File: config.mk
export PLATFORM = sky130hd
export DESIGN_NAME = hwpe_ctrl_periph_initiator
export DESIGN_NICKNAME = d
export VERILOG_FILES = /design/src/rtl/hwpe_ctrl_periph_initiator_pkg.sv /design/src/rtl/hwpe_ctrl_initiator_rsp_fifo.sv /design/src/rtl/hwpe_ctrl_periph_initiator.sv
export SDC_FILE = /design/constraint.sdc
export NUM_CORES = 1
export LEC_CHECK = 0
export CAP_MARGIN = 20
export CORE_ASPECT_RATIO = 1.4
export CORE_MARGIN = 2
export CORE_UTILIZATION = 40
export DETAILED_ROUTE_END_ITERATION = 12
export GPL_TIMING_DRIVEN = 0
export PLACE_DENSITY = 0.75
export SETUP_SLACK_MARGIN = 0.5
export SLEW_MARGIN = 20
export SYNTH_ARGS = -nofsm -noshare
export SYNTH_HDL_FRONTEND = slang
export SYNTH_SLANG_ARGS = --single-unit
File: constraint.sdc
create_clock -name clk_i -period 5 [get_ports clk_i]
set_clock_uncertainty 0.15 [all_clocks]
set_input_delay 1.25 -clock clk_i [delete_from_list [all_inputs] [get_ports clk_i]]
set_output_delay 1.25 -clock clk_i [all_outputs]
set_load 0.01 [all_outputs]
File: src/rtl/hwpe_ctrl_periph_initiator_pkg.sv
// Shared types for the periph initiator: command and response records plus reset constants.
// Response IDs are stored at a fixed maximum width so the type does not depend on ID_WIDTH.
package hwpe_ctrl_package;

    localparam int unsigned HWPE_CTRL_MAX_ID_WIDTH = 8;

    typedef struct packed {
        logic [31:0] add;
        logic        wen;
        logic [3:0]  be;
        logic [31:0] data;
    } hwpe_ctrl_initiator_cmd_t;

    typedef struct packed {
        logic [31:0]                       data;
        logic [HWPE_CTRL_MAX_ID_WIDTH-1:0] id;
        logic                              err;
    } hwpe_ctrl_initiator_rsp_t;

    localparam int unsigned HWPE_CTRL_RSP_WIDTH = $bits(hwpe_ctrl_initiator_rsp_t);

    // Idle bus value: nothing addressed, write-enable deasserted (active-low).
    localparam hwpe_ctrl_initiator_cmd_t HWPE_CTRL_CMD_RESET = '{
        add:  32'h0,
        wen:  1'b1,
        be:   4'h0,
        data: 32'h0
    };

endpackage

File: src/rtl/hwpe_ctrl_initiator_rsp_fifo.sv
// Registered response FIFO; output is the head entry, valid one cycle after the push.
// Push and pop may happen in the same cycle at any fill level, including full.
module hwpe_ctrl_initiator_rsp_fifo
    import hwpe_ctrl_package::*;
#(
    parameter int unsigned DEPTH = 4
) (
    input  logic                           clk_i,
    input  logic                           rst_ni,
    input  logic                           clear_i,
    input  logic                           push_i,
    input  logic [HWPE_CTRL_RSP_WIDTH-1:0] data_i,
    input  logic                           pop_i,
    output logic [HWPE_CTRL_RSP_WIDTH-1:0] data_o,
    output logic                           full_o,
    output logic                           empty_o
);

    localparam int unsigned PTR_W = (DEPTH > 1) ? $clog2(DEPTH) : 1;
    localparam int unsigned CNT_W = $clog2(DEPTH + 1);
    localparam logic [CNT_W-1:0] DEPTH_C  = CNT_W'(DEPTH);
    localparam logic [PTR_W-1:0] LAST_PTR = PTR_W'(DEPTH - 1);

    logic [HWPE_CTRL_RSP_WIDTH-1:0] r_mem [DEPTH];
    logic [PTR_W-1:0]               r_wr_ptr;
    logic [PTR_W-1:0]               r_rd_ptr;
    logic [CNT_W-1:0]               r_count;

    logic w_pop;
    logic w_push;

    assign w_pop  = pop_i & ~empty_o;
    assign w_push = push_i & (~full_o | w_pop);

    always_ff @(posedge clk_i) begin
        if (!rst_ni || clear_i) begin
            r_wr_ptr <= '0;
            r_rd_ptr <= '0;
            r_count  <= '0;
            for (int i = 0; i < int'(DEPTH); i++) begin
                r_mem[i] <= '0;
            end
        end else begin
            if (w_push) begin
                r_mem[r_wr_ptr] <= data_i;
                r_wr_ptr        <= (r_wr_ptr == LAST_PTR) ? '0 : r_wr_ptr + 1'b1;
            end
            if (w_pop) begin
                r_rd_ptr <= (r_rd_ptr == LAST_PTR) ? '0 : r_rd_ptr + 1'b1;
            end
            case ({w_push, w_pop})
                2'b10:   r_count <= r_count + 1'b1;
                2'b01:   r_count <= r_count - 1'b1;
                default: r_count <= r_count;
            endcase
        end
    end

    assign data_o  = r_mem[r_rd_ptr];
    assign full_o  = (r_count == DEPTH_C);
    assign empty_o = (r_count == '0);

    // Overflow means the upstream credit scheme is broken.
    a_no_overflow: assert property (@(posedge clk_i) disable iff (!rst_ni || clear_i)
        !(push_i && full_o && !pop_i));

endmodule

File: src/rtl/hwpe_ctrl_periph_initiator.sv
// Drives the periph req/gnt + r_valid protocol from a valid/ready command stream.
// A credit counter bounds accepted-but-unpopped transactions so responses are never lost.
module hwpe_ctrl_periph_initiator
    import hwpe_ctrl_package::*;
#(
    parameter int unsigned ID_WIDTH        = 2,
    parameter int unsigned MAX_OUTSTANDING = 4
) (
    input  logic                clk_i,
    input  logic                rst_ni,
    input  logic                clear_i,
    input  logic                cmd_valid_i,
    output logic                cmd_ready_o,
    input  logic [31:0]         cmd_add_i,
    input  logic                cmd_wen_i,
    input  logic [3:0]          cmd_be_i,
    input  logic [31:0]         cmd_data_i,
    output logic                periph_req_o,
    input  logic                periph_gnt_i,
    output logic [31:0]         periph_add_o,
    output logic                periph_wen_o,
    output logic [3:0]          periph_be_o,
    output logic [31:0]         periph_data_o,
    output logic [ID_WIDTH-1:0] periph_id_o,
    input  logic [31:0]         periph_r_data_i,
    input  logic                periph_r_valid_i,
    input  logic [ID_WIDTH-1:0] periph_r_id_i,
    output logic                rsp_valid_o,
    input  logic                rsp_ready_i,
    output logic [31:0]         rsp_data_o,
    output logic [ID_WIDTH-1:0] rsp_id_o,
    output logic                rsp_err_o,
    output logic                err_o,
    output logic                idle_o
);

    localparam int unsigned CNT_W = $clog2(MAX_OUTSTANDING + 1);
    localparam logic [CNT_W-1:0] MAX_CNT = CNT_W'(MAX_OUTSTANDING);

    logic                     r_req;
    hwpe_ctrl_initiator_cmd_t r_cmd;
    logic [ID_WIDTH-1:0]      r_id;
    logic [ID_WIDTH-1:0]      r_exp;
    logic [CNT_W-1:0]         r_cnt;
    logic [CNT_W-1:0]         r_gp;
    logic                     r_err;

    logic                     w_accept;
    logic                     w_gnt;
    logic                     w_pop;
    logic                     w_rvalid_ok;
    logic                     w_fifo_full;
    logic                     w_fifo_empty;
    logic                     w_id_overflow;
    hwpe_ctrl_initiator_rsp_t w_push_rsp;
    hwpe_ctrl_initiator_rsp_t w_pop_rsp;

    assign cmd_ready_o = (~r_req | periph_gnt_i) & (r_cnt < MAX_CNT);
    assign w_accept    = cmd_valid_i & cmd_ready_o;
    assign w_gnt       = r_req & periph_gnt_i;
    assign w_pop       = rsp_valid_o & rsp_ready_i;
    assign w_rvalid_ok = periph_r_valid_i & (r_gp != '0);

    // A new command may be loaded in the grant cycle, giving one transaction per cycle.
    always_ff @(posedge clk_i) begin
        if (!rst_ni || clear_i) begin
            r_req <= 1'b0;
            r_cmd <= HWPE_CTRL_CMD_RESET;
            r_id  <= '0;
        end else begin
            if (w_accept) begin
                r_req      <= 1'b1;
                r_cmd.add  <= cmd_add_i;
                r_cmd.wen  <= cmd_wen_i;
                r_cmd.be   <= cmd_be_i;
                r_cmd.data <= cmd_data_i;
            end else if (w_gnt) begin
                r_req <= 1'b0;
            end
            if (w_gnt) begin
                r_id <= r_id + 1'b1;
            end
        end
    end

    always_ff @(posedge clk_i) begin
        if (!rst_ni || clear_i) begin
            r_cnt <= '0;
            r_gp  <= '0;
            r_exp <= '0;
            r_err <= 1'b0;
        end else begin
            case ({w_accept, w_pop})
                2'b10:   r_cnt <= r_cnt + 1'b1;
                2'b01:   r_cnt <= r_cnt - 1'b1;
                default: r_cnt <= r_cnt;
            endcase
            case ({w_gnt, w_rvalid_ok})
                2'b10:   r_gp <= r_gp + 1'b1;
                2'b01:   r_gp <= r_gp - 1'b1;
                default: r_gp <= r_gp;
            endcase
            if (periph_r_valid_i) begin
                r_exp <= r_exp + 1'b1;
            end
            // A response with nothing granted is dropped but remembered.
            if (periph_r_valid_i && (r_gp == '0)) begin
                r_err <= 1'b1;
            end
        end
    end

    assign w_push_rsp.data = periph_r_data_i;
    assign w_push_rsp.id   = HWPE_CTRL_MAX_ID_WIDTH'(periph_r_id_i);
    assign w_push_rsp.err  = (periph_r_id_i != r_exp);

    hwpe_ctrl_initiator_rsp_fifo #(
        .DEPTH (MAX_OUTSTANDING)
    ) i_rsp_fifo (
        .clk_i   (clk_i),
        .rst_ni  (rst_ni),
        .clear_i (clear_i),
        .push_i  (w_rvalid_ok),
        .data_i  (w_push_rsp),
        .pop_i   (w_pop),
        .data_o  (w_pop_rsp),
        .full_o  (w_fifo_full),
        .empty_o (w_fifo_empty)
    );

    // Stored IDs wider than ID_WIDTH cannot occur; any such bits are reported as a bad ID.
    assign w_id_overflow = ((w_pop_rsp.id >> ID_WIDTH) != '0);

    assign periph_req_o  = r_req;
    assign periph_add_o  = r_cmd.add;
    assign periph_wen_o  = r_cmd.wen;
    assign periph_be_o   = r_cmd.be;
    assign periph_data_o = r_cmd.data;
    assign periph_id_o   = r_id;

    assign rsp_valid_o = ~w_fifo_empty;
    assign rsp_data_o  = w_pop_rsp.data;
    assign rsp_id_o    = w_pop_rsp.id[ID_WIDTH-1:0];
    assign rsp_err_o   = ~w_fifo_empty & (w_pop_rsp.err | w_id_overflow);
    assign err_o       = r_err;
    assign idle_o      = ~r_req & (r_cnt == '0) & w_fifo_empty;

    a_full_implies_credit_exhausted: assert property (@(posedge clk_i) disable iff (!rst_ni || clear_i)
        w_fifo_full |-> (r_cnt == MAX_CNT));

endmodule

== Word-level counts from Yosys, hierarchy flattened ==
Memory sizes are Yosys's and may differ from the RTL's. A register that Yosys moved wholly into a read port is not among the register bits.
Index checks and enable logic that the tools add are counted.

* Add/subtract/negate cells: 10
* Order comparisons: 1
* Equal/unequal tests: 10
* Muxes and demuxes: 17
* Bitwise logic cells: 16
* Reduce and logical (&&, ||, !) cells: 13

{| class="wikitable"
|+ Operators by type and width
! operator !! count
|-
| $mux W35 || 1
|-
| $reduce_or A35 Y1 || 1
|-
| $pmux W3 S2 || 3
|-
| $and A1 B1 Y1 || 10
|-
| $eq A2 B2 Y1 const B || 5
|-
| $mux W2 || 5
|-
| $add A3 B1 Y3 const B || 3
|-
| $logic_not A3 Y1 || 3
|-
| $sub A3 B1 Y3 const B || 3
|-
| $add A2 B1 Y2 const B || 4
|-
| $mux W1 || 8
|-
| $reduce_bool A2 Y1 || 4
|-
| $reduce_bool A8 Y1 const A || 1
|-
| $eq A2 B1 Y1 const B || 3
|-
| $eq A3 B3 Y1 const B || 1
|-
| $lt A3 B3 Y1 const B || 1
|-
| $not A1 Y1 || 3
|-
| $or A1 B1 Y1 || 3
|-
| $reduce_bool A3 Y1 || 1
|-
| $ne A2 B2 Y1 || 1
|-
| $logic_and A1 B1 Y1 || 1
|-
| $logic_not A1 Y1 || 1
|-
| $logic_or A1 B1 Y1 || 1
|}

* Bits in registers: 88
* Memory bits (writable): 140
* Bits of input ports: 110
* Output and inout bits: 111
* Logic and storage cells: 81
* Memories: 1

{| class="wikitable"
|+ Memories
! name !! words !! bits a word !! rd ports !! clocked after memory_dff !! wr ports !! line !! text
|-
| i_rsp_fifo.r_mem || 4 || 35 || 1 || 1 || 4 || hwpe_ctrl_initiator_rsp_fifo.sv:24 || <nowiki>logic [HWPE_CTRL_RSP_WIDTH-1:0] r_mem [DEPTH];</nowiki>
|}

== Longest topological paths before layout ==
* Depth after elaboration: 11
* Mapped depth: 10
* Mapped depth without buffers: 8

== Cells and area by module ==
From an unflattened synthesis, not the netlist that was laid out.

* Cells, all modules: 913
* Area, all modules: 11130.7 um^2

{| class="wikitable"
|+ Modules (own cells, without submodules)
! module !! instances !! cells each !! area each (um^2) !! seq. area each (um^2)
|-
| hwpe_ctrl_initiator_rsp_fifo || 1 || 528 || 7907.6 || 5104.9
|-
| hwpe_ctrl_periph_initiator || 1 || 385 || 3223.1 || 1621.6
|}

== Worst setup path after synthesis ==
No wires, ideal clock.

* Kind: in2reg
* From: input port periph_r_valid_i
* To: memory i_rsp_fifo.r_mem[3][0] (netlist name), enable pin
* Arrival: 4.289 ns
* Required time: 4.374 ns
* Setup slack: 0.086 ns
* Cell stages on the path: 5
* Cells stage by stage: o31a_1 buf_2 nand2_4 buf_6 o21ai_0

{| class="wikitable"
|+ RTL lines
! item !! line !! text
|-
| from (decl) || hwpe_ctrl_periph_initiator.sv:26 || <nowiki>input logic periph_r_valid_i,</nowiki>
|-
| to (decl) || hwpe_ctrl_initiator_rsp_fifo.sv:24 ||
|}

== Final worst setup path ==
* From: input port periph_gnt_i
* To: output port cmd_ready_o

* Longest elaborated chain between the ends: 2

{| class="wikitable"
|+ RTL lines
! item !! line !! text
|-
| from (decl) || hwpe_ctrl_periph_initiator.sv:19 || <nowiki>input logic periph_gnt_i,</nowiki>
|-
| $or A1 B1 Y1 || hwpe_ctrl_periph_initiator.sv:58 || <nowiki>assign cmd_ready_o = (~r_req | periph_gnt_i) & (r_cnt < MAX_CNT);</nowiki>
|-
| $and A1 B1 Y1 || hwpe_ctrl_periph_initiator.sv:58 ||
|-
| to (decl) || hwpe_ctrl_periph_initiator.sv:13 || <nowiki>output logic cmd_ready_o,</nowiki>
|}

No other way between the ends.

==> metrics.csv <==
stage,metric,value,unit
layout,finalInstanceArea,13200,um2
timing,rsz0062_at_grt,no,
critical_path,worstPathMaxFanout,10,
critical_path,critPathLaunchType,primary input,
clocking,cts_tree,built,
clocking,clk_latency,0.50,ns
drt,met1_length,9950,um
power_and_ir_drop,p_leak,0.00470,uW
place,detailed_place_hpwl,19300,um
logic_synthesis,synth_top_flop_cell,edfxtp_1,
power_and_ir_drop,power.density,305,nW/um2
clocking,cts_setup_buffers,0,
logic_synthesis,synth-edff-count,140,
drt,firstDrtPassIters,5,
logic_synthesis,synth_top_area_share,42.7,%
drt,wl,27200,um
critical_path,endpoint_kind,output port,
timing,hold_viol_final,0,
critical_path,timing.rr.end,i_rsp_fifo.r_count[2],
min_path,hold_depth,2,
floorplan,row_count,67,
critical_path,reg2reg_depth,10,
timing,drv_slew,0,
logic_synthesis,syn_nets,949,
logic_synthesis,synth_warnings,0,
critical_path,worst_ep_required_time,3.60,ns
drt,wl_met3,2260,um
logic_synthesis,synth_area_leaders,"edfxtp_1 43%, dfxtp_1 18%, mux4_2 8.0%, nor2_1 6.0%, o31ai_1 5.3%",
floorplan,die-width,137,um
floorplan,die-area,25900,um2
logic_synthesis,ys_seq_area_share,61.0,%
critical_path,critical_path_class,primary input to output port,
layout,final_cell_mix,"219 x clkdlybuf4s50_1, 157 x nor2_1, 140 x edfxtp_1",
drt,vias,7642,
global_routing,overflow,0,
timing,relSlewSlack,33.4,%
logic_synthesis,async_reset_ff_share,0,%
power_and_ir_drop,peakVddDrop,0.000212,V
logic_synthesis,synthCells,831,
drt,drc,0,
clocking,ctsResizeCount,2,
drt,routed_via_density,5.45,
logic_synthesis,post_synth.cell_area_avg,11.9,um2
logic_synthesis,yosysTopAreaCell,edfxtp_1,
place,place.gp.congestion,0.825,
min_path,worst_hold_path.endpoint,periph_add_o[20],
place,placed_area,12500,um2
min_path,hold_start,periph_add_o[20],
place,io_buffers,219,
floorplan,core,24100,um2
layout,diodes,0,
logic_synthesis,syn_area,9850,um2
floorplan,ios,221,
global_routing,grt_usage,20.7,%
timing,fin_crit_sh,87.4,%
floorplan,die_y,190,um
drt,drt-wirelength-per-cell,19.4,um
global_routing,grt_pass1_vias,7921,
timing,max_slew.worst_pin.slew,0.995,ns
clocking,root_buffer,clkbuf_16,
clocking,clock_path_buffers,3,
timing,fmax,0.229,GHz
clocking,htreeDepth,1,
global_routing,antenna_found_initial,0,
clocking,clock-sinks,230,
drt,top_layer_used,met4,
logic_synthesis,yosys_register_bits,230,
timing,finalSetupTns,0,ns
run_status,status,completed,
layout,drive_gt1_share,9.42,%
timing,finalSetupViolations,0,
layout,nets,1196,
critical_path,critPathArrivalTime,2.97,ns
drt,ant_nets,0,
critical_path,reg2reg_slack,2.17,ns
min_path,hp-class,flop to flop,
clocking,cts_hold_buf,0,
global_routing,grt_pass1_wl,42000,um
clocking,clkTransAtPathRegs,0.07,ns
drt,wl_met2,14400,um
global_routing,grt_max_degree,36,
drt,initialDrtViolationCount,371,
layout,area_growth,34.3,%
floorplan,start_util,40.9,%
run,max_cap_violations,0,
clocking,cts_made_buffers,22,
logic_synthesis,yosysUniqueCellTypes,37,
layout,final_common_cell,clkdlybuf4s50_1,
critical_path,reg2reg_from,i_rsp_fifo.r_count[0],
timing,fin_crit,4.37,ns
==> stage by stage <==
step,utilization (%),setup WS (ns),power (uW),hold WS (ns),cells
floorplan,-,1.04,2280,0.313,831
global placement,51.7,-0.860,2480,0.303,1360
detailed placement,52.2,0.366,2500,0.311,1364
CTS,55.0,0.623,4060,0.320,1403
global route,55.0,0.576,4160,0.339,1403
finish,55.0,0.628,4030,0.317,1403
==> registers in the layout (all words and copies together) (netlist names), 2 cells and up, named ones only <==
register and count:
periph_add_o 32, r_exp 2, i_rsp_fifo.r_wr_ptr 2, i_rsp_fifo.r_mem 140
i_rsp_fifo.r_count 3, periph_id_o 2, r_gp 3, periph_be_o 4
i_rsp_fifo.r_rd_ptr 2, r_cnt 3, periph_data_o 32
==> Yosys cell counts (all sizes together), types with 6 or more instances <==
cell type	count
clkbuf	59
nand2	45
nor2	157
dfxtp	90
mux4	35
o31ai	69
inv	12
buf	25
a21oi	77
edfxtp	140
or3	6
nand4	68
o21ai	6
xor2	11
==> critical path, cell delays in order <==
cell	delay, ns
clkdlybuf4s50_1	0.53
nor2b_1	0.06
clkbuf_2	0.18
clkbuf_2	0.24
nor2_1	0.13
clkdlybuf4s50_1	0.57
==> area by class of cell <==
class | instances | area, um2
fillers | 2036 | 10800
flip-flops and latches | 230 | 6010
multi-input cells | 504 | 3390
repair buffers | 223 | 2290
clock buffers | 28 | 614
plain buffers | 84 | 423
well taps | 310 | 388
clock inverters | 11 | 58.8
inverters | 13 | 48.8
==> how the worst max path moves through the flow <==
| stage | start | endpoint | slack, ns | cells past startpoint |
|---|---|---|---|---|
| CTS | periph_gnt_i | cmd_ready_o | 0.62 | 6 |
| finish | periph_gnt_i | cmd_ready_o | 0.63 | 6 |
| detailed placement | periph_gnt_i | cmd_ready_o | 0.37 | 6 |
| floorplan | periph_r_valid_i | i_rsp_fifo.r_mem[3][0] | 1.04 | 5 |
| global route | periph_gnt_i | cmd_ready_o | 0.58 | 6 |
| global placement | periph_r_valid_i | i_rsp_fifo.r_mem[3][33] | -0.86 | 6 |
==> metal layers <==
| metal | vias up | global-route usage, % |
|---|---|---|
| met5 | - | 0 |
| met4 | 0 | 6.05 |
| met3 | 48 | 5.17 |
| met2 | 323 | 38.1 |
| met1 | 3703 | 23.3 |
| li1 | 3568 | - |
==> power by group <==
part / switching [uW] / total, uW / internal [uW] / leakage [uW]
clock network: 706 / 1570 / 869 / 0.000348
logic: 172 / 359 / 186 / 0.00206
registers: 24.4 / 2100 / 2070 / 0.00229
total: 903 / 4030 / 3130 / 0.00470
==> kinds of logic after synthesis <==
family / after synthesis / synth area share [%]
compound gates: 154 / 9.63
xor+xnor: 12 / 1.07
fa+ha+maj: 8 / 1.25
buf+inv: 97 / 4.76
flops: 230 / 61.0
mux: 38 / 8.31
simple gates: 292 / 14.0
Power figures use the tool's default switching activity.
